File: config.mk
export PLATFORM = sky130hd
export DESIGN_NAME = fetch_stage
export DESIGN_NICKNAME = d
export VERILOG_FILES = /design/src/rtl/fetch_stage.sv
export SDC_FILE = /design/constraint.sdc
export NUM_CORES = 1
export LEC_CHECK = 0
export ABC_AREA = 1
export BUFFER_PORTS_ARGS = -buffer_cell sky130_fd_sc_hd__buf_2
export CAP_MARGIN = 40
export CORE_MARGIN = 2
export CORE_UTILIZATION = 33
export CTS_BUF_LIST = sky130_fd_sc_hd__clkbuf_8
export DETAILED_ROUTE_END_ITERATION = 16
export GPL_ROUTABILITY_DRIVEN = 0
export GPL_TIMING_DRIVEN = 0
export PLACE_DENSITY = 0.63
export SKIP_CTS_REPAIR_TIMING = 1
export SLEW_MARGIN = 20
export SYNTH_ARGS = -nofsm -noshare
export SYNTH_HDL_FRONTEND = slang
export SYNTH_SLANG_ARGS = --single-unit
File: constraint.sdc
create_clock -name clk -period 1.6 [get_ports clk]
set_input_delay 0.16 -clock clk [delete_from_list [all_inputs] [get_ports clk]]
set_output_delay 0.16 -clock clk [all_outputs]
set_load 0.01 [all_outputs]
File: src/rtl/fetch_stage.sv
// IF stage and IF/ID pipeline register for the 16-bit pipelined CPU.
// Owns the PC, fetches over a req/ready I-cache handshake and keeps one
// early-returned instruction in a skid buffer while ID is stalled.
module fetch_stage #(
    parameter int unsigned          WORD_SIZE = 16,
    parameter logic [WORD_SIZE-1:0] RESET_PC  = '0
) (
    input  logic                 clk,
    input  logic                 reset_n,
    input  logic                 stall,
    input  logic                 redirect,
    input  logic [WORD_SIZE-1:0] redirect_pc,
    input  logic                 halt,
    output logic                 imem_req,
    output logic [WORD_SIZE-1:0] imem_addr,
    input  logic [WORD_SIZE-1:0] imem_rdata,
    input  logic                 imem_ready,
    output logic                 if_id_valid,
    output logic [WORD_SIZE-1:0] if_id_inst,
    output logic [WORD_SIZE-1:0] if_id_pc,
    output logic [WORD_SIZE-1:0] if_id_pc1
);

    localparam int unsigned W = WORD_SIZE;

    typedef enum logic [1:0] {
        ST_REQ     = 2'd0,
        ST_DISCARD = 2'd1,
        ST_HALT    = 2'd2
    } state_e;

    state_e         state_q, state_d;
    logic [W-1:0]   pc_q, pc_d;
    logic [W-1:0]   shadow_q, shadow_d;       // address of the miss being drained
    logic           halt_pend_q, halt_pend_d; // drain ends in HALT instead of REQ
    logic           skid_full_q, skid_full_d;
    logic [W-1:0]   skid_inst_q, skid_inst_d;
    logic [W-1:0]   skid_pc_q, skid_pc_d;
    logic           valid_q, valid_d;
    logic [W-1:0]   inst_q, inst_d;
    logic [W-1:0]   id_pc_q, id_pc_d;
    logic [W-1:0]   id_pc1_q, id_pc1_d;

    logic           xfer;
    logic           miss;
    logic           if_id_free;
    logic           flush;

    assign xfer       = imem_req & imem_ready;
    assign miss       = imem_req & ~imem_ready;
    assign if_id_free = ~valid_q | ~stall;
    assign flush      = (state_q != ST_HALT) & (redirect | halt);

    assign if_id_valid = valid_q;
    assign if_id_inst  = inst_q;
    assign if_id_pc    = id_pc_q;
    assign if_id_pc1   = id_pc1_q;

    // State and datapath registers with synchronous active-low reset
    always_ff @(posedge clk) begin
        if (!reset_n) begin
            state_q     <= ST_REQ;
            pc_q        <= RESET_PC;
            shadow_q    <= '0;
            halt_pend_q <= 1'b0;
            skid_full_q <= 1'b0;
            skid_inst_q <= '0;
            skid_pc_q   <= '0;
            valid_q     <= 1'b0;
            inst_q      <= '0;
            id_pc_q     <= '0;
            id_pc1_q    <= '0;
        end else begin
            state_q     <= state_d;
            pc_q        <= pc_d;
            shadow_q    <= shadow_d;
            halt_pend_q <= halt_pend_d;
            skid_full_q <= skid_full_d;
            skid_inst_q <= skid_inst_d;
            skid_pc_q   <= skid_pc_d;
            valid_q     <= valid_d;
            inst_q      <= inst_d;
            id_pc_q     <= id_pc_d;
            id_pc1_q    <= id_pc1_d;
        end
    end

    // Next-state: an outstanding miss must drain through DISCARD before REQ/HALT
    always_comb begin
        state_d = state_q;
        unique case (state_q)
            ST_REQ: begin
                if (redirect) begin
                    state_d = miss ? ST_DISCARD : ST_REQ;
                end else if (halt) begin
                    state_d = miss ? ST_DISCARD : ST_HALT;
                end
            end
            ST_DISCARD: begin
                if (imem_ready) begin
                    state_d = (!redirect && (halt || halt_pend_q)) ? ST_HALT : ST_REQ;
                end
            end
            ST_HALT: state_d = ST_HALT;
            default: state_d = ST_REQ;
        endcase
    end

    // Fetch request: drained address while discarding, else PC unless skid is full
    always_comb begin
        imem_req  = 1'b0;
        imem_addr = pc_q;
        if (reset_n) begin
            unique case (state_q)
                ST_DISCARD: begin
                    imem_req  = 1'b1;
                    imem_addr = shadow_q;
                end
                ST_REQ:  imem_req = ~skid_full_q;
                default: imem_req = 1'b0;
            endcase
        end
    end

    // PC, skid buffer and IF/ID updates
    always_comb begin
        pc_d        = pc_q;
        shadow_d    = shadow_q;
        halt_pend_d = halt_pend_q;
        skid_full_d = skid_full_q;
        skid_inst_d = skid_inst_q;
        skid_pc_d   = skid_pc_q;
        valid_d     = valid_q;
        inst_d      = inst_q;
        id_pc_d     = id_pc_q;
        id_pc1_d    = id_pc1_q;

        if (state_q != ST_HALT) begin
            if (redirect) begin
                halt_pend_d = 1'b0;
            end else if (halt) begin
                halt_pend_d = 1'b1;
            end
        end
        if (state_d != ST_DISCARD) begin
            halt_pend_d = 1'b0;
        end
        if (state_q == ST_REQ && state_d == ST_DISCARD) begin
            shadow_d = pc_q;
        end

        if (flush) begin
            valid_d     = 1'b0;
            inst_d      = '0;
            skid_full_d = 1'b0;
            if (redirect) begin
                pc_d = redirect_pc;
            end
        end else if (state_q == ST_REQ) begin
            if (xfer) begin
                pc_d = W'(pc_q + W'(1));
                if (if_id_free) begin
                    valid_d  = 1'b1;
                    inst_d   = imem_rdata;
                    id_pc_d  = pc_q;
                    id_pc1_d = W'(pc_q + W'(1));
                end else begin
                    skid_full_d = 1'b1;
                    skid_inst_d = imem_rdata;
                    skid_pc_d   = pc_q;
                end
            end else if (if_id_free && skid_full_q) begin
                valid_d     = 1'b1;
                inst_d      = skid_inst_q;
                id_pc_d     = skid_pc_q;
                id_pc1_d    = W'(skid_pc_q + W'(1));
                skid_full_d = 1'b0;
            end else if (if_id_free) begin
                valid_d = 1'b0;
                inst_d  = '0;
            end
        end else begin
            valid_d = 1'b0;
            inst_d  = '0;
        end
    end

endmodule

* After elaboration in Yosys (flattened, before gate mapping)
Index checks and enable logic that the tools add are counted.
Word-level totals: memories 0, input port bits 38, output and inout bits 66, logic and storage cells 88, memory bits (read-only) 0, bits in writable memories 0, register bits 117, latch bits 0
Operators by class: muxes and demuxes 34, reductions and logical operators 20, equality and inequality tests 8, bitwise logic cells 13, magnitude comparators 0, div/mod/pow operators 0, multipliers 0, add/sub/neg operators 2, shifts and indexed selects 0
Operator list (number):
- 16-bit two-way mux | 16
- 16-bit by 1-bit adder with 16-bit output (second input constant) | 2
- 1-bit two-way mux | 11
- 2-bit two-way mux | 5
- 2-bit nonzero test | 5
- 1-bit inverter | 8
- 4-bit AND reduction | 2
- 2-bit inequality test (second input constant) | 3
- 2-bit one-hot mux with 3 select lines | 1
- 3-bit AND reduction | 2
- 2-bit by 1-bit equality test with 1-bit output (second input constant) | 2
- 2-bit by 1-bit inequality test with 1-bit output (second input constant) | 2
- 2-bit AND reduction | 2
- 2-bit OR reduction | 2
- 1-bit AND | 3
- 1-bit logical AND | 3
- 3-bit OR reduction | 1
- 2-bit equality test (second input constant) | 1
- 2-bit logical NOT | 1
- 1-bit OR | 2
- 1-bit one-hot mux with 2 select lines | 1
- 1-bit logical NOT | 1
- 1-bit logical OR | 1

* Depth between registers and ports, before layout
Gate-level depths: netlist (run 1).
depth after elaboration 10, mapped depth 12, mapped depth without buffers 10

* Worst setup path after synthesis (run 1)
Ideal clock, no wire load.
kind register to register, from reg pc_q[0], to reg id_pc1_q[14] (netlist: if_id_pc1[14]), period minus slack after synthesis 1516 ps, slack 84 ps, buffers on the path 0, library setup time 109 ps, stages on the path, launching flop included 11, required time 1491 ps, arrival 1407 ps, cell sequence dfxtp_1 > ha_1 > nand2_1 > nor3_1 > nand3_1 > nand2_1 > nand2_1 > nand2_1 > nand3_1 > nand2_1 > inv_1
Between the ends: cells in the longest elaborated chain, start to end 3
Ends and longest elaborated chain:
- start, declared | RTL line 33 | logic [W-1:0] pc_q, pc_d;
- start signal, assigned | RTL line 75 | pc_q <= pc_d;
- 16-bit by 1-bit adder with 16-bit output | RTL line 166 | id_pc1_d = W'(pc_q + W'(1));
- 16-bit two-way mux | RTL line 162 | if (if_id_free) begin
- 16-bit two-way mux | RTL line 160 | if (xfer) begin
- end signal, assigned | RTL line 84 | id_pc1_q <= id_pc1_d;
- end, declared | RTL line 42 | logic [W-1:0] id_pc1_q, id_pc1_d;
Every way passes these cells. The select of a mux whose other input is x is not followed. A chain may end at the register's enable or synchronous reset.

* Worst setup path in the final report (run 1)
from reg state_q[1], to out imem_addr[0]
Between the ends: cells in the longest elaborated chain, start to end 3
Ends and longest elaborated chain:
- start, declared | RTL line 32 | state_e state_q, state_d;
- start signal, assigned | RTL line 74 | state_q <= state_d;
- 2-bit by 1-bit equality test with 1-bit output | RTL line 114 | unique case (state_q)
- 16-bit two-way mux | RTL line 114
- 16-bit two-way mux | RTL line 113 | if (reset_n) begin
- end, declared | RTL line 15 | output logic [WORD_SIZE-1:0] imem_addr,
Every way passes these cells.

==> results of run 1 <==
==> kinds of logic after synthesis <==
family,after synthesis
buffers and inverters,115
XOR/XNOR,12
adder cells (fa/ha/maj),2
flip-flops,117
AND/OR/NAND/NOR,366
AO/OA/AOI/OAI,227
==> metrics by stage <==
step	hold slack (ns)	TNS (ns)	util	instances	setup WS, ns
after global routing	0.00332	-12.20	0.454	1239	-0.205
final	0.00677	-3.78	0.454	1239	-0.151
after global placement	0.398	-11.14	0.381	1166	-0.289
after detailed placement	0.409	-13.41	0.381	1166	-0.292
after floorplan	0.295	0	-	839	0.0844
after CTS	-0.0741	-23.37	0.406	1197	-0.536
==> power breakdown <==
part           internal (uW)  switching, uW  leakage (uW)
Clock                   1750           1240      0.000223
Sequential              3040            109      0.000953
Combinational            470            757       0.00242
==> sequential cells by signal (all words and copies together) (netlist names) <==
register and count:
if_id_inst 16, if_id_pc1 16, if_id_pc 16, pc_q 16
shadow_q 16, skid_inst_q 16, skid_pc_q 16, state_q 2
halt_pend_q 1, if_id_valid 1, skid_full_q 1
==> Yosys cell counts, types with 2 or more instances <==
cell	count	share of area
buf_2	16	0.014
o21ai_1	9	0.0079
nand4_1	7	0.0076
nand3_1	63	0.055
clkbuf_1	23	0.015
nor2_2	4	0.0044
o211ai_1	16	0.021
o21ai_0	107	0.094
nor3_1	6	0.0052
xor2_1	10	0.015
a21oi_1	86	0.075
o21bai_1	2	0.0026
nand2_2	2	0.0022
ha_1	2	0.0044
xnor2_1	2	0.0031
buf_4	4	0.0052
nand2_1	152	0.10
buf_1	3	0.0020
nor2_1	126	0.083
buf_6	5	0.0098
inv_1	58	0.038
dfxtp_1	117	0.41
nor2_4	2	0.0039
inv_2	5	0.0033
==> per-layer routing <==
metal  wire length, um  track usage
met5                 0            0
met1              8570        0.275
met4               530       0.0683
met2              9320        0.340
met3              1510       0.0546
==> layout make-up <==
type | instances | area [um^2] | share of cell area
multi-input cells | 607 | 3110 | 0.400
flip-flops and latches | 117 | 2350 | 0.303
repair buffers | 145 | 931 | 0.120
plain buffers | 50 | 423 | 0.0544
well taps | 225 | 282 | 0.0362
clock buffers | 19 | 262 | 0.0336
inverters | 64 | 254 | 0.0327
clock inverters | 12 | 164 | 0.0211
==> worst max-delay path, stage by stage, from the launching register on <==
cell     delay [ns]
dfxtp_4        0.37
nor2_4         0.11
nand2_2        0.12
buf_6          0.17
a21oi_1        0.20
buf_2          0.17
==> final timing paths <==
kind | to | slack (ns) | depth (start not counted)
setup / recovery | imem_addr[0] | -0.15 | 5
hold / removal | pc_q[6] | 0.007 | 3
setup reg to reg | if_id_pc1[14] | -0.15 | 11
hold reg to reg | if_id_pc1[3] | 0.46 | 2
==> impl_metrics.tcl, run 1 <==
set metrics [dict create \
    status "complete, but fails checks" \
    violations "setup timing" \
    htree_levels 4 \
    root_buffer "clkbuf_8" \
    ir_drop_v 0.000507 \
    p_leak_uw 0.00359 \
    ys_seq_elements 117 \
    min_path_type "input pin to flip-flop" \
    period_minus_slack_ns 1.75 \
    first_global_vias 5715 \
    die_h_um 136 \
    min_from "redirect_pc[6]" \
    synthXorXnorAreaFrac 0.0184 \
    synth_cells 839 \
    max_slew_margin 0.575 \
    synth_seq_area_share 0.409 \
    power.density_nw_per_um2 946 \
    final-setup-viol-count 74 \
    cts_buffers 17 \
    syn_area_per_cell_um2 6.82 \
    critPathMaxFanout 10 \
    postRouteAntennaNets 0 \
    die_w_um 136 \
    area_growth_pct 35.8 \
    clkLatencyLatePin_ns 0.45 \
    num_vias 6362 \
    numClockSinks 117 \
    rsz0062_at_grt "yes" \
    endpoint_kind "primary output" \
    start_kind "flip-flop" \
    synth_top_family_by_area "simple AND/OR/NAND/NOR gates" \
    totalWireLength_mm 19.9 \
    cts_tree "done" \
    ioPinCount 104 \
    path_clk_slew_ns 0.07 \
    worstPathArrival_ns 1.59 \
    grt_first_pass_wirelength_mm 30.1 \
    diodes 0 \
    drt_iter0_drc 414 \
    critPathKind "flip-flop to primary output" \
    synth_fa_ha_area_frac 0.00437 \
    hold_violations 0 \
    start_util 0.334 \
    r2r-start "state_q[1]" \
    drive_gt1_frac 0.256 \
    placed_area_um2 6520 \
    mostFrequentLayoutCell "nand2_1" \
    synthSimpleGateAreaFrac 0.269 \
    synth_compound_area_frac 0.211 \
    wl_per_cell_um 16.1 \
    min_period_over_period 1.09 \
    nets 1042 \
    fin_skew_ns 0.0118 \
    drt_pass1_iterations 5 \
    grt_antenna_before_repair 0 \
    async_flop_share 0 \
    critPathLaunch "state_q[1]" \
    synthesis.area_um2 5720 \
    dp_hpwl_mm 14.1 \
    required_ns 1.44 \
    nFillCells 1754 \
    ys_warn_count 0 \
    grt_remaining_overflow 0 \
    muxShareOfSynthArea 0 \
    maxSlewViolCount 0 \
    finalWorstSetupSlack_ns -0.151 \
    stdcell_area_um2 7780 \
    synth_edf_count 0 \
    fin_total_pwr_uw 7360 \
    max_slew.worst_pin.slew_ns 0.637 \
    drc 0 \
    yosys_most_used_dff "dfxtp_1" \
    track_usage 0.211 \
    vias_per_cell 5.13 \
    grt_max_degree 17 \
    synth_nets 879 \
    cts_buffer_depth 2 \
    max_cap_violations 0 \
    core_area_um2 17100 \
    netlist-cell-type-count 36 \
    fmax_mhz 571 \
    port_buffers 102 \
    layout_common_cells "nand2_1 (144), dfxtp_1 (113), nor2_1 (112)" \
    rows 48 \
    dieArea_um2 18400 \
]
(Power assumes the default switching activity.)
==> run 2: changes to the inputs <==
- clock period: 1.6 -> 1.45 ns (I/O delays scaled with it)
==> run 2 against run 1 <==
  * The flow still finishes with violations (setup timing)
  * Clock skew is 0.0010 ns higher
  * Total power increased by 13%
  * Critical path depth up 4
  * Register-to-register slack got worse by 0.12 ns
  * Final cell count up 1.8%
  * Clock-buffer cell count shrank 2
  * Clock power is 8.4% higher
  * Die area stayed put
  * Largest cell class unchanged
==> impl_metrics.tcl, run 2 (synthesis gave the netlist of run 1 again) <==
set metrics [dict create \
    grt_antenna_before_repair 0 \
    grt_first_pass_wirelength_mm 29.2 \
    hold_depth 3 \
    hold_violations 0 \
    htree_levels 4 \
    area_growth_pct 50.1 \
    final-setup-viol-count 129 \
    start_kind "flip-flop" \
    cts_tree "done" \
    fin_util 0.502 \
    dieArea_um2 18400 \
    start_util 0.334 \
    p_sw_uw 2610 \
    drt_pass1_iterations 5 \
    max_slew.worst_pin.slew_ns 0.777 \
    path_clk_slew_ns 0.08 \
    p_comb_frac 0.192 \
    die_h_um 136 \
    rsz0062_at_grt "yes" \
    nets 1063 \
    num_vias 6622 \
    grt_max_degree 17 \
    fin_cells 1261 \
    die_w_um 136 \
    placed_area_um2 6530 \
    drt_iter0_drc 481 \
    dp_hpwl_mm 14.0 \
    status "complete, but fails checks" \
    swShare 0.314 \
    maxSlewViolCount 0 \
    root_buffer "clkbuf_8" \
    seq_power_share 0.420 \
    drive_gt1_frac 0.357 \
    layout_common_cells "nand2_1 (139), dfxtp_1 (112), nor2_1 (105)" \
    period_minus_slack_ns 1.72 \
    max_slew_margin 0.482 \
    numClockSinks 117 \
    vias_per_cell 5.25 \
    fin_skew_ns 0.0128 \
    p_leak_uw 0.00380 \
    violations "setup timing" \
    endpoint_kind "flip-flop" \
    critPathKind "flip-flop to flip-flop" \
    stdcell_area_um2 8590 \
    worstPathArrival_ns 2.06 \
    p_int_uw 5710 \
    rr_worst_depth 9 \
    cts_buffer_depth 2 \
    drc 0 \
    track_usage 0.207 \
    port_buffers 102 \
    diodes 0 \
    fmax_mhz 582 \
    mostFrequentLayoutCell "nand2_1" \
    cts_buffers 17 \
    power.density_nw_per_um2 968 \
    clkLatencyLatePin_ns 0.46 \
    ioPinCount 104 \
    required_ns 1.79 \
    first_global_vias 5606 \
    finalWorstSetupSlack_ns -0.268 \
    core_area_um2 17100 \
    wl_per_cell_um 16.8 \
    grt_remaining_overflow 0 \
    place_inst 1166 \
    postRouteAntennaNets 0 \
    ir_drop_v 0.000868 \
    rows 48 \
    min_period_over_period 1.18 \
    clkPwrFrac 0.388 \
    totalWireLength_mm 21.2 \
    max_cap_violations 0 \
    critPathMaxFanout 8 \
    min_path_type "input pin to flip-flop" \
]
run 2: final timing paths:
check | startpoint | endpoint | slack (ns)
max | state_q[1] | shadow_q[15] | -0.27
min | reset_n | skid_full_q | 0.03
max reg2reg | state_q[1] | shadow_q[15] | -0.27
min reg2reg | if_id_pc1[4] | if_id_pc1[4] | 0.46
run 2: through the flow:
stage               hold slack (ns)  setup TNS, ns  power (uW)  setup slack, ns
floorplan                     0.280              0        4170          0.00611
global placement              0.383         -26.46        4610           -0.354
detailed placement            0.392         -29.01        4620           -0.391
CTS                         -0.0981         -38.76        7810           -0.672
global route                 0.0275         -29.14        8620           -0.341
finish                       0.0303         -17.80        8310           -0.268
run 2: worst max-delay path, cell delays in order (launching register included):
cell     delay (ns)
dfxtp_4        0.37
nor2_4         0.15
nand2_1        0.09
inv_2          0.09
nand2_4        0.06
nor3_4         0.35
buf_6          0.19
buf_8          0.14
buf_4          0.12
a21oi_2        0.05
run 2: final cells by class:
class / instances / area, um^2
fill: 1621 / 8530
multi-input combinational: 607 / 3490
sequential: 117 / 2360
timing repair buffer: 166 / 1290
buffer: 50 / 488
tap: 225 / 282
inverter: 64 / 264
clock buffer: 17 / 234
clock inverter: 15 / 181
run 2: power by group through the flow:
stage	clock (uW)	combinational (uW)	sequential, uW
finish	3230	1600	3490
global route	3420	1700	3500
CTS	3270	1090	3450
detailed placement	0	1090	3530
global placement	0	1090	3530
floorplan	0	646	3520
run 2: layer usage:
metal | track usage | vias to the layer above | part of all wire | wire [um]
li1 | - | 3158 | - | -
met1 | 0.265 | 3130 | 0.41 | 8770
met2 | 0.322 | 285 | 0.47 | 9980
met3 | 0.0587 | 49 | 0.084 | 1780
met4 | 0.0990 | 0 | 0.030 | 641
met5 | 0 | - | 0 | 0
